## src/rtl/inv_bist_pkg.sv

```systemverilog
// Shared definitions for the inverter BIST: FSM encoding, counter widths,
// and a saturating increment used by the mismatch counter.
// No ports; imported by inv_bist and bist_timer.
package inv_bist_pkg;

  localparam int ERR_W = 8;   // err_count width
  localparam int CNT_W = 8;   // settle counter width (SETTLE up to 255)
  localparam int RND_W = 8;   // round counter width (REPEAT up to 255)

  typedef enum logic [1:0] {
    ST_IDLE   = 2'd0,
    ST_SETTLE = 2'd1,
    ST_SAMPLE = 2'd2,
    ST_DONE   = 2'd3
  } state_t;

  localparam logic [ERR_W-1:0] ERR_MAX = '1;

  function automatic logic [ERR_W-1:0] sat_inc(input logic [ERR_W-1:0] val);
    return (val == ERR_MAX) ? val : val + ERR_W'(1);
  endfunction

endpackage

```

## src/rtl/bist_timer.sv

```systemverilog
// Settle timer: counts cycles while count=1, cleared by load, flags terminal count.
// Latency: tc is a decode of the counter register (asserted in the cycle cnt==LIMIT-1).
// Backpressure: none; load has priority over count.
// Ports: clk, rst (async, active-high), load, count, tc.
module bist_timer
  import inv_bist_pkg::*;
#(
  parameter int LIMIT = 4
) (
  input  logic clk,
  input  logic rst,
  input  logic load,
  input  logic count,
  output logic tc
);

  logic [CNT_W-1:0] cnt;

  always_ff @(posedge clk or posedge rst) begin
    if (rst)        cnt <= '0;
    else if (load)  cnt <= '0;
    else if (count) cnt <= cnt + CNT_W'(1);
  end

  assign tc = (cnt == CNT_W'(LIMIT - 1));

endmodule

```

## src/rtl/inv_bist.sv

```systemverilog
// Inverter BIST: drives 0/1 vectors to an inverter, checks each response, counts mismatches.
// Latency: a run takes REPEAT*2*(SETTLE+1) cycles from the start-sampling edge to done.
// Backpressure: start is ignored while busy; all outputs come straight from flops.
// Ports: clk, rst, start in; dut_in out / dut_out in (inverter under test);
//        busy, done, pass, err_count status out.
module inv_bist
  import inv_bist_pkg::*;
#(
  parameter int SETTLE = 4,
  parameter int REPEAT = 1
) (
  input  logic             clk,
  input  logic             rst,
  input  logic             start,
  output logic             dut_in,
  input  logic             dut_out,
  output logic             busy,
  output logic             done,
  output logic             pass,
  output logic [ERR_W-1:0] err_count
);

  state_t           state, state_nxt;
  logic             vec, vec_nxt;
  logic [RND_W-1:0] round, round_nxt;
  logic [ERR_W-1:0] err_nxt;
  logic             busy_d, done_d, pass_d, dut_in_d;
  logic             settle_tc;
  logic             last_round;
  logic             mismatch;

  assign last_round = (round == RND_W'(REPEAT - 1));

  // Timer sits at zero outside SETTLE so every settle phase starts from 0.
  bist_timer #(.LIMIT(SETTLE)) u_timer (
    .clk   (clk),
    .rst   (rst),
    .load  (state != ST_SETTLE),
    .count (state == ST_SETTLE),
    .tc    (settle_tc)
  );

  // State register, plus the datapath and output flops it steers.
  always_ff @(posedge clk or posedge rst) begin
    if (rst) begin
      state     <= ST_IDLE;
      vec       <= 1'b0;
      round     <= '0;
      err_count <= '0;
      busy      <= 1'b0;
      done      <= 1'b0;
      pass      <= 1'b0;
      dut_in    <= 1'b0;
    end else begin
      state     <= state_nxt;
      vec       <= vec_nxt;
      round     <= round_nxt;
      err_count <= err_nxt;
      busy      <= busy_d;
      done      <= done_d;
      pass      <= pass_d;
      dut_in    <= dut_in_d;
    end
  end

  // Next-state logic.
  always_comb begin
    state_nxt = state;
    case (state)
      ST_IDLE, ST_DONE: if (start) state_nxt = ST_SETTLE;
      ST_SETTLE:        if (settle_tc) state_nxt = ST_SAMPLE;
      ST_SAMPLE:        state_nxt = (vec && last_round) ? ST_DONE : ST_SETTLE;
      default:          state_nxt = ST_IDLE;
    endcase
  end

  // Output / datapath logic. Outputs are decoded from the next state and
  // registered, so they line up with the state they describe.
  always_comb begin
    // Defaulting to mismatch makes an unknown response count as a failure.
    mismatch = 1'b1;
    if (dut_out == ~vec) mismatch = 1'b0;

    vec_nxt   = vec;
    round_nxt = round;
    err_nxt   = err_count;
    case (state)
      ST_IDLE, ST_DONE: begin
        if (start) begin
          vec_nxt   = 1'b0;
          round_nxt = '0;
          err_nxt   = '0;
        end
      end
      ST_SAMPLE: begin
        if (mismatch) err_nxt = sat_inc(err_count);
        if (!vec) begin
          vec_nxt = 1'b1;
        end else if (!last_round) begin
          vec_nxt   = 1'b0;
          round_nxt = round + RND_W'(1);
        end
      end
      default: ;
    endcase

    busy_d   = (state_nxt == ST_SETTLE) || (state_nxt == ST_SAMPLE);
    done_d   = (state_nxt == ST_DONE);
    dut_in_d = busy_d ? vec_nxt : 1'b0;

    // pass is judged on the count that includes the final sample, then held.
    pass_d = 1'b0;
    if (state_nxt == ST_DONE)
      pass_d = (state == ST_DONE) ? pass : (err_nxt == '0);
  end

endmodule
```

## config.mk

```make
export PLATFORM = sky130hd
export DESIGN_NAME = inv_bist
export DESIGN_NICKNAME = d
export VERILOG_FILES = /design/src/rtl/inv_bist_pkg.sv /design/src/rtl/bist_timer.sv /design/src/rtl/inv_bist.sv
export SDC_FILE = /design/constraint.sdc
export NUM_CORES = 1
export LEC_CHECK = 0
export CAP_MARGIN = 30
export CORE_MARGIN = 2
export CORE_UTILIZATION = 43
export CTS_CLUSTER_DIAMETER = 30
export DETAILED_ROUTE_END_ITERATION = 6
export GPL_TIMING_DRIVEN = 0
export HOLD_SLACK_MARGIN = 0.06
export PLACE_DENSITY = 0.64
export SYNTH_ARGS = -nofsm -noshare
export SYNTH_HDL_FRONTEND = slang
export SYNTH_HIERARCHICAL = 1
export SYNTH_SLANG_ARGS = --single-unit
```

## constraint.sdc

```tcl
create_clock -name clk -period 3.72 [get_ports clk]
set_clock_uncertainty 0.05 [all_clocks]
set_input_delay 0.744 -clock clk [delete_from_list [all_inputs] [get_ports clk]]
set_output_delay 0.744 -clock clk [all_outputs]
set_load 0.03 [all_outputs]
```

After elaboration in Yosys (flattened, before gate mapping)
Index checks and enable logic that the tools add are counted.

Output and inout port bits: 12. Logic and storage cells: 57. Bits in registers: 31. Input bits: 4.

Bitwise gates (word level): 1. Add/subtract/negate cells: 3. Reduce and logical (&&, ||, !) cells: 9. Mux-type cells: 21. Equality and inequality tests: 14.

Operators with widths (number): $mux 8 (8); $pmux 8 s2 (2); $add 8x1->8 const B (3); $logic_not 8->1 (2); $eq 2x2->1 const B (4); $eq 8x2->1 const B (1); $eq 8x8->1 const B (1); $ne 2x2->1 const B (4); $mux 1 (6); $mux 2 (3); $pmux 2 s3 (1); $eq 2x1->1 const B (2); $reduce_and 4->1 (1); $reduce_bool 2->1 (2); $logic_not 2->1 (1); $ne 2x1->1 const B (1); $pmux 1 s2 (1); $reduce_or 2->1 (1); $eq 1x1->1 (1); $logic_and 1x1->1 (1); $logic_or 1x1->1 (1); $not 1->1 (1).

Longest topological paths before layout
Gate-level depths: netlist (run 1).

Word-level depth: 7. Depth in mapped cells: 11.

Hierarchy
Netlist (run 1), hierarchy kept.

Modules (own cells, without submodules): inv_bist (instances 1, cells each 143, area each 1358.8 um^2); bist_timer (instances 1, cells each 42, area each 416.6 um^2).

Worst setup path before layout (run 1)
Ideal clock, no wire load.

Path kind: flip-flop to flip-flop. Start: register err_count[0]. End: register pass. Path buffers: 0. Data arrival time: 2.193 ns. Clock period less this slack: 2.335 ns. Setup time: 0.092 ns. Stages on the path, launching flop included: 7. Path slack: 1.385 ns. Cell sequence: dfrtp_1 > ha_1 > nand4_2 > o21a_4 > a32o_1 > or4_1 > o31ai_2.

Longest elaborated chain between the ends: 7. Elaborated cells between the ends (all ways): 9.

Ends and longest elaborated chain: from (decl) (line inv_bist.sv:20) `output logic [ERR_W-1:0] err_count`; from (signal assigned) (line inv_bist.sv:58) `err_count <= err_nxt;`; $add 8x1->8 / $eq 8x8->1 (equally long branches) (line inv_bist_pkg.sv:20) `return (val == ERR_MAX) ? val : val + ERR_W'(1);`; $mux 8 * (line inv_bist_pkg.sv:20); $mux 8 * (line inv_bist.sv:96) `if (mismatch) err_nxt = sat_inc(err_count);`; $pmux 8 s2 * (line inv_bist.sv:87) `case (state)`; named net err_nxt[1] (line inv_bist.sv:26) `logic [ERR_W-1:0] err_nxt;`; $logic_not 8->1 * (line inv_bist.sv:114) `pass_d = (state == ST_DONE) ? pass : (err_nxt == '0);`; $mux 1 * (line inv_bist.sv:114); $mux 1 * (line inv_bist.sv:113) `if (state_nxt == ST_DONE)`; to (signal assigned) (line inv_bist.sv:61) `pass <= pass_d;`; to (decl) (line inv_bist.sv:19) `output logic pass,`.

The timed path passes the listed nets; every way through them passes the cells marked *. The select of a mux whose other input is x is not followed. A chain may end at the register's enable or synchronous reset.

Final worst setup path (run 1)
Start: input port dut_out. End: register pass.

Longest elaborated chain between the ends: 6.

Ends and longest elaborated chain: from (decl) (line inv_bist.sv:16) `input logic dut_out,`; $eq 1x1->1 (line inv_bist.sv:82) `if (dut_out == ~vec) mismatch = 1'b0;`; $mux 8 (line inv_bist.sv:96); $pmux 8 s2 (line inv_bist.sv:87); named net err_nxt[7] (line inv_bist.sv:26); $logic_not 8->1 (line inv_bist.sv:114); $mux 1 (line inv_bist.sv:114); $mux 1 (line inv_bist.sv:113).

The timed path passes the listed nets, and every way through them passes these cells. The select of a mux whose other input is x is not followed.

==> impl_metrics.tcl, run 1 <==
set metrics [dict create \
    initialDrtViolationCount 87 \
    dr_total_vias 1426 \
    synth_cell_type_count 50 \
    synth.most_common_cell "dfrtp_1" \
    syn_area_sq_um 1780 \
    yosys.area_share.simple_pct 22.1 \
    num_rows 23 \
    boundaryPins 16 \
    postCtsSetupBuffers 0 \
    cts.htree.levels 2 \
    min_period_over_period_pct 71.6 \
    post-route-util_pct 51.9 \
    worstSetupPathType "primary input to register" \
    cp_max_fo 5 \
    dp_worst_setup_slack_ns 0.750 \
    instances_no_fill 257 \
    cp.required_ns 3.87 \
    multi_input_area_sq_um 925 \
    layout.nets 219 \
    cts_buffers 5 \
    outcome "finished, final reports clean" \
    synth_fa_ha_area_share_pct 5.64 \
    fp.dieW_um 68.3 \
    cts.sink_count 31 \
    ys.flop_type "dfrtp_1" \
    synth-async-reset-ratio_pct 100 \
    final.min_clock_period_ns 2.66 \
    placed_cells 250 \
    critPathBufInv 1 \
    hold_violations 0 \
    grt_antenna_before_repair 0 \
    synth_compound_area_share_pct 18.0 \
    netlist_top_cells_count "31 x dfrtp_1, 18 x nor2_1, 16 x nand2_1" \
    regArea_sq_um 776 \
    irDropWorstVdd_mv 0.216 \
    yosys_warnings 6 \
    setup_viol 0 \
    syn_area_per_cell_sq_um 9.60 \
    worstSkewPairLatency_ns 0.28 \
    path_delay_family "simple AND/OR/NAND/NOR gates" \
    max_slew_margin_pct 40.8 \
    synth_top_family_by_area "simple AND/OR/NAND/NOR gates" \
    grt_overflow_total 0 \
    die_y_um 68.3 \
    synthTopCellsByArea "dfrtp_1 44%, ha_1 5.6%, nor2_1 3.8%" \
    drv_slew 0 \
    crit_chain "clkdlybuf4s50_1, xor2_2, nor4_2, a31o_1, a21oi_2, or4_1, o31ai_2" \
    yosysTopAreaCellShare_pct 43.7 \
    drc 0 \
    grt_pass1_wl_um 6650 \
    yosys.area_share.xor_xnor_pct 5.78 \
    ys_ff_latch 31 \
    cts_tree "yes" \
    grt_pass1_vias 1471 \
    grt_use_total_pct 19.4 \
    clockRootBuffer "clkbuf_8" \
    gp_congestion 0.842 \
    leakagePower_nw 0.863 \
    vias_per_cell 5.55 \
    hpwlAfterDp_um 2910 \
    critical-path-max-stage-delay_ns 0.53 \
    drtPass1Iterations 4 \
    ant_nets 0 \
    syn-num-nets 197 \
    seq_area_frac_synth_pct 43.7 \
    tightest_slew_ns 0.887 \
    critPathLaunchType "primary input" \
    cp.arrival_ns 2.81 \
    routed_wl_um 3780 \
    grt_max_degree 24 \
    cts.clk_slew.worst_paths_ns 0.06 \
    clockBufferDepth 2 \
    netlist_instances 185 \
    worstSetupEndpointType "register" \
    wl_per_cell_um 14.7 \
    core_area_sq_um 4000 \
    crit_slowest_cell "or4_1" \
    drive_above_1_share_pct 11.6 \
    post_cts_resized 0 \
    diodes 0 \
    rsz0062_at_grt "false" \
    max_cap_viol_count 0 \
    start_util_pct 44.4 \
    powerDensity_nw_per_um2 440 \
    finalWorstSetupSlack_ns 1.06 \
    synthMuxAreaShare_pct 0.564 \
    synth-edff-count 0 \
    area_delta_synth_final_pct 16.9 \
    netlist.top_cell.by_area "dfrtp_1" \
    setup_tns_ns 0 \
    port_buffers 15 \
    fmax_ghz 0.375 \
    n_fill_cell 369 \
    holdBufCountCts 0 \
    dieArea_sq_um 4660 \
    min_path_type "register to register" \
]
==> worst reg2reg max path: stages, from the launching register on <==
cell and delay [ns]:
dfrtp_1 0.38, inv_1 0.09, ha_1 0.37, nor2b_4 0.18, nor2_4 0.14, nand2_1 0.07
o41a_1 0.36, or4_1 0.57, o31ai_2 0.22
==> path summary, 6_finish.rpt <==
check,start,endpoint,slack [ns],cells after the start
max in group asynchronous,rst,round[3],2.15,2
setup reg to reg,state[0],pass,1.21,8
min in group asynchronous,rst,u_timer/cnt[0],0.68,2
hold / removal,round[7],round[7],0.50,2
setup / recovery,dut_out,pass,1.06,7
hold reg to reg,round[7],round[7],0.50,2
==> metrics by stage <==
| stage | hold WS (ns) | power [W] | instance area [sq um] |
|---|---|---|---|
| after floorplan | 0.461 | 0.000581 | 1780 |
| after global placement | 0.486 | 0.000649 | 1990 |
| after detailed placement | 0.490 | 0.000658 | 1990 |
| after CTS | 0.505 | 0.000923 | 2080 |
| after global routing | 0.544 | 0.000970 | 2080 |
| final | 0.504 | 0.000914 | 2080 |
==> state kept, by name, summed over array words and instances, names as in the netlist, 2 cells and up <==
signal and flops:
state 2, err_count 8, round 8, u_timer/cnt 8
==> cell usage in the layout, fill, tap and decap left out, types with 3 or more instances in the layout <==
cell type / n
a21oi_1: 13
clkbuf_8: 6
clkdlybuf4s50_1: 15
dfrtp_1: 31
ha_1: 8
inv_1: 13
nand2_1: 16
nand3_1: 10
nand4_1: 4
nor2_1: 18
nor3_1: 8
o21ai_0: 9
or3_1: 5
xnor2_1: 5
xor2_1: 3
==> cell type report <==
type | count | share of cell area, %
multi-input cells | 136 | 44.5
flip-flops and latches | 31 | 37.4
repair buffers | 15 | 7.23
clock buffers | 6 | 3.98
well taps | 50 | 3.01
inverters | 14 | 2.53
plain buffers | 4 | 1.08
clock inverters | 1 | 0.241
==> report_power, final <==
group	internal (W)	switching (W)	total [W]
combinational	0.0000988	0.000167	0.000266
clock	0.000145	0.000118	0.000262
sequential	0.000362	0.0000238	0.000385
total	0.000605	0.000309	0.000914
==> cells by family after synthesis <==
| group | count (synthesis) |
|---|---|
| compound gates | 43 |
| flops | 31 |
| fa+ha+maj | 8 |
| simple gates | 74 |
| buf+inv | 18 |
| xor+xnor | 10 |
| mux | 1 |
==> layer usage <==
| layer | global-route usage, % | part of all wire (%) | vias up | wire [um] |
|---|---|---|---|---|
| li1 | - | - | 706 | - |
| met1 | 23.3 | 43 | 686 | 1640 |
| met2 | 33.4 | 51 | 26 | 1940 |
| met3 | 3.95 | 2.8 | 8 | 105 |
| met4 | 8.50 | 2.5 | 0 | 93 |
| met5 | 0 | 0 | - | 0 |
No activity file was read; power rests on OpenSTA's default activity.
==> run 2, diff against run 1 <==
==> constraint.sdc (replaced) <==
create_clock -name clk -period 2.55 [get_ports clk]
set_clock_uncertainty 0.05 [all_clocks]
set_input_delay 0.51 -clock clk [delete_from_list [all_inputs] [get_ports clk]]
set_output_delay 0.51 -clock clk [all_outputs]
set_load 0.03 [all_outputs]
==> run 2 against run 1 <==
Net effect: sequential cell count did not move; via count rose by 0.14%; core utilization rose by 1.1 points; sequential share of layout area fell by 0.77 points; register-to-register slack got worse by 1.1 ns; sequential power rose by 46%; non-clock buffer count rose by 1; count of clock-buffer cells in the layout did not move; setup slack got worse by 0.96 ns; cell count rose by 0.39%; critical endpoint unchanged.
==> impl_metrics.tcl, run 2 (synthesis results as in run 1) <==
set metrics [dict create \
    drc 0 \
    fp.dieW_um 68.3 \
    clockRootBuffer "clkbuf_8" \
    layout.nets 220 \
    grt_overflow_total 0 \
    num_rows 23 \
    cts.sink_count 31 \
    post-route-util_pct 53.0 \
    grt_antenna_before_repair 0 \
    boundaryPins 16 \
    n_fill_cell 367 \
    critPathLaunchType "primary input" \
    die_y_um 68.3 \
    pwr-share-comb_pct 30.4 \
    start_util_pct 44.4 \
    fmax_ghz 0.408 \
    ant_nets 0 \
    sequentialPowerShare_pct 41.5 \
    cts_buffers 5 \
    initialDrtViolationCount 88 \
    switchingPower_w 0.000457 \
    rsz0062_at_grt "false" \
    cts_tree "yes" \
    tightest_slew_ns 0.885 \
    leakagePower_nw 0.880 \
    hold_violations 0 \
    drtPass1Iterations 4 \
    top_regs "err_count (8), round (8), u_timer/cnt (8)" \
    worstSkewPairLatency_ns 0.28 \
    min_period_over_period_pct 96.1 \
    final.min_clock_period_ns 2.45 \
    final_cell_mix "31 x dfrtp_1, 18 x nor2_1, 16 x nand2_1, 15 x clkdlybuf4s50_1, 13 x a21oi_1" \
    setup_viol 0 \
    holdBufCountCts 0 \
    area_delta_synth_final_pct 19.4 \
    clockBufferDepth 2 \
    swShare_pct 33.7 \
    drive_above_1_share_pct 14.4 \
    cts.htree.levels 2 \
    grt_pass1_vias 1471 \
    grt_max_degree 24 \
    irDropWorstVdd_mv 0.324 \
    routed_wl_um 3890 \
    max_slew_margin_pct 40.9 \
    cp_max_fo 5 \
    setup_tns_ns 0 \
    grt_pass1_wl_um 6650 \
    wl_per_cell_um 15.1 \
    cp.required_ns 2.70 \
    cts.clk_slew.worst_paths_ns 0.06 \
    dieArea_sq_um 4660 \
    final_common_cell "dfrtp_1" \
    powerDensity_nw_per_um2 640 \
    gp_congestion 0.842 \
    vias_per_cell 5.53 \
    holdWs_ns 0.446 \
    port_buffers 15 \
    outcome "finished, final reports clean" \
    worstSetupEndpointType "register" \
    pwr-share-clk_pct 28.2 \
    core_area_sq_um 4000 \
    drv_slew 0 \
    worstSetupPathType "primary input to register" \
    p_total_w 0.00136 \
    diodes 0 \
    dr_total_vias 1428 \
    grt_use_total_pct 19.4 \
    regArea_sq_um 776 \
    max_cap_viol_count 0 \
    multi_input_area_sq_um 961 \
    min_path_type "primary input to async pin" \
    internal_power_w 0.000899 \
    cp.arrival_ns 2.60 \
    hpwlAfterDp_um 2910 \
]
## run 2: cell types whose count changed in the layout (fill, tap and decap cells not counted), sizes merged
cell | before | now
buf | 3 | 4
## run 2: critical path, cell delays in order
cell and delay (ns):
clkdlybuf4s50_1 0.49, xnor2_2 0.31, nand2_1 0.09, o41a_1 0.43
or4_4 0.56, o31ai_2 0.21
## run 2: worst paths after layout
path	slack, ns	from	end	cells past startpoint
setup / recovery	0.10	dut_out	pass	6
hold / removal	0.45	rst	u_timer/cnt[0]	2
setup reg to reg	0.12	state[0]	pass	8
hold reg to reg	0.50	pass	pass	2
max in group asynchronous	1.21	rst	round[3]	2
min in group clk	0.50	pass	pass	2
## run 2: cell type report
type / instances / share of cell area, %
timing repair buffer: 16 / 7.44
clock inverter: 1 / 0.236
buffer: 4 / 1.06
sequential: 31 / 36.6
tap: 50 / 2.95
multi-input combinational: 136 / 45.3
inverter: 14 / 2.48
clock buffer: 6 / 3.90
## run 2: timing repair
action	4_1_cts	5_1_grt
hold endpoints to repair	0	0
resized for setup	0	8
setup buffers	0	1
endpoints found under the setup margin	0	4
## run 2: metal layers
layer | share of wire (%) | vias to the layer above | track usage [%] | routed length (um)
met5 | 0 | - | 0 | 0
li1 | - | 708 | - | -
met4 | 2.3 | 0 | 8.50 | 89
met3 | 2.7 | 8 | 3.95 | 103
met1 | 43 | 688 | 23.3 | 1690
met2 | 52 | 24 | 33.4 | 2010
## run 2: power groups by stage
stage | combinational, W | clock, W | sequential (W)
2_1_floorplan | 0.000246 | 0 | 0.000602
3_3_place_gp | 0.000379 | 0 | 0.000568
3_5_place_dp | 0.000389 | 0 | 0.000571
4_1_cts | 0.000392 | 0.000393 | 0.000562
5_1_grt | 0.000456 | 0.000414 | 0.000568
6_report | 0.000412 | 0.000382 | 0.000562
## run 2: stage by stage
step	instances	worst slack (ns)	instance area [sq um]
finish	258	0.100	2120
global route	258	0.00711	2120
CTS	257	0.0209	2080
detailed placement	250	-0.186	1990
global placement	250	-0.129	1990
floorplan	185	0.215	1780
==> run 3, diff against run 2 <==
--- a/config.mk
+++ b/config.mk
@@ -6,13 +6,14 @@
 export NUM_CORES = 1
 export LEC_CHECK = 0
 export CAP_MARGIN = 30
+export CORE_ASPECT_RATIO = 1.75
 export CORE_MARGIN = 2
 export CORE_UTILIZATION = 43
 export CTS_CLUSTER_DIAMETER = 30
 export DETAILED_ROUTE_END_ITERATION = 6
-export GPL_TIMING_DRIVEN = 0
 export HOLD_SLACK_MARGIN = 0.06
 export PLACE_DENSITY = 0.64
+export SLEW_MARGIN = 20
 export SYNTH_ARGS = -nofsm -noshare
 export SYNTH_HDL_FRONTEND = slang
 export SYNTH_HIERARCHICAL = 1
==> run 3 against run 2 <==
Net effect: sequential share of layout area down 1.1 points; setup slack better by 0.029 ns; sequential cell count stayed put; die area increased by 0.44%; sequential power hardly changed; global-route usage up 0.093 points; first-iteration DRC count fell by 63%; routed wire length is 6.1% higher; critical endpoint unchanged.
==> impl_metrics.tcl, run 3 (synthesis results as in run 1) <==
set metrics [dict create \
    n_fill_cell 371 \
    final_cell_mix "31 x dfrtp_1, 18 x nor2_1, 16 x nand2_1, 16 x buf_4, 15 x clkdlybuf4s50_1" \
    ant_nets 0 \
    initialDrtViolationCount 33 \
    drtPass1Iterations 4 \
    worstSetupPathType "register to register" \
    crit_slowest_cell "dfrtp_1" \
    final_common_cell "dfrtp_1" \
    grt_overflow_total 0 \
    clockBufferDepth 2 \
    grt_antenna_before_repair 0 \
    crit_chain "inv_1, ha_1, nor4b_2, nand2_1, nor3_1, nor2_1, o21ai_0, o311a_1, ha_1, nand2b_1, o31ai_2" \
    num_rows 30 \
    postCtsSetupBuffers 0 \
    holdWs_ns 0.447 \
    start_util_pct 45.5 \
    grt_most_used_layer "met2" \
    max_cap_viol_count 0 \
    layout.nets 231 \
    cpMostUsedCell "ha_1" \
    r2r_end "pass" \
    cts_tree "yes" \
    worstSkewPairLatency_ns 0.28 \
    routed_wl_um 4120 \
    core_area_sq_um 3900 \
    min_path_type "primary input to async pin" \
    rsz0062_at_grt "false" \
    grt_use_total_pct 19.5 \
    die_y_um 89.0 \
    outcome "finished, final reports clean" \
    grt_max_degree 24 \
    cts_buffers 5 \
    cts.clk_slew.worst_paths_ns 0.06 \
    drive_above_1_share_pct 17.8 \
    worstSetupEndpointType "register" \
    setup_viol 0 \
    min_period_over_period_pct 94.9 \
    finalWorstSetupSlack_ns 0.129 \
    grtUsageMet2_pct 36.7 \
    critical-path-max-stage-delay_ns 0.40 \
    vias_per_cell 5.69 \
    cts.htree.levels 2 \
    cp.arrival_ns 2.56 \
    post_cts_resized 0 \
    holdBufCountCts 0 \
    dieArea_sq_um 4680 \
    reg2reg_depth 11 \
    hold_violations 0 \
    diodes 0 \
    top_regs "err_count (8), round (8), u_timer/cnt (8)" \
    final.min_clock_period_ns 2.42 \
    cp_max_fo 3 \
    dr_total_vias 1518 \
    fmax_ghz 0.413 \
    grt_pass1_vias 1509 \
    gr-usage-met3_pct 2.68 \
    met1_usage_pct 20.3 \
    path_delay_family "simple AND/OR/NAND/NOR gates" \
    critPathLaunchType "register" \
    clockRootBuffer "clkbuf_8" \
    tightest_slew_ns 0.439 \
    area_delta_synth_final_pct 23.1 \
    max_slew_margin_pct 70.6 \
    boundaryPins 16 \
    gp_congestion 0.786 \
    hpwlAfterDp_um 3170 \
    port_buffers 15 \
    irDropWorstVdd_mv 0.401 \
    dp_worst_setup_slack_ns -0.140 \
    timing.rr.start "round[0]" \
    setup_tns_ns 0 \
    drv_slew 0 \
    wl_per_cell_um 15.4 \
    post-route-util_pct 56.0 \
    powerDensity_nw_per_um2 640 \
    fp.dieW_um 52.6 \
    rrSetupSlack_ns 0.13 \
    drc 0 \
    grt_pass1_wl_um 6840 \
    leakagePower_nw 0.928 \
    critPathBufInv 1 \
    cts.sink_count 31 \
    cp.required_ns 2.69 \
]
[run 3: where the power goes]
part	switching, W	leakage (nW)	total, W	internal, W
sequential	0.0000332	0.422	0.000561	0.000527
clock	0.000172	0.0470	0.000383	0.000211
combinational	0.000264	0.459	0.000455	0.000191
total	0.000469	0.928	0.00140	0.000930
[run 3: layout make-up]
type	count	area, sq um	area share (%)
Clock inverter	1	5.00	0.229
Tap cell	48	60.1	2.75
Sequential cell	31	776	35.5
Timing Repair Buffer	31	270	12.4
Inverter	14	52.6	2.40
Multi-Input combinational cell	136	940	43.0
Clock buffer	6	82.6	3.78
[run 3: worst max-delay path by stage]
stage	start	end	slack, ns	depth (start not counted)
after floorplan	err_count[0]	pass	0.21	6
after global placement	dut_out	pass	-0.11	8
after detailed placement	dut_out	pass	-0.14	7
after CTS	round[0]	pass	0.01	11
after global routing	round[0]	pass	0.02	11
final	round[0]	pass	0.13	11
[run 3: metal layers]
metal / up-vias / part of all wire (%)
li1: 727 / -
met1: 742 / 37
met2: 40 / 58
met3: 9 / 2.7
met4: 0 / 2.8
met5: - / 0
[run 3: through the flow]
step / total power (W) / instances / cell area (sq um)
final: 0.00140 / 267 / 2190
after global routing: 0.00148 / 267 / 2190
after CTS: 0.00141 / 267 / 2170
after detailed placement: 0.00102 / 260 / 2080
after global placement: 0.00100 / 260 / 2080
after floorplan: 0.000848 / 185 / 1780
[run 3: worst reg2reg max path, delay by kind of cell, from the launching register on]
| kind | cells | cell delay [ns] |
|---|---|---|
| buffers and inverters | 1 | 0.10 |
| flip-flops | 1 | 0.40 |
| AND/OR/NAND/NOR | 5 | 0.82 |
| adder cells (fa/ha/maj) | 2 | 0.34 |
| AO/OA/AOI/OAI | 3 | 0.63 |
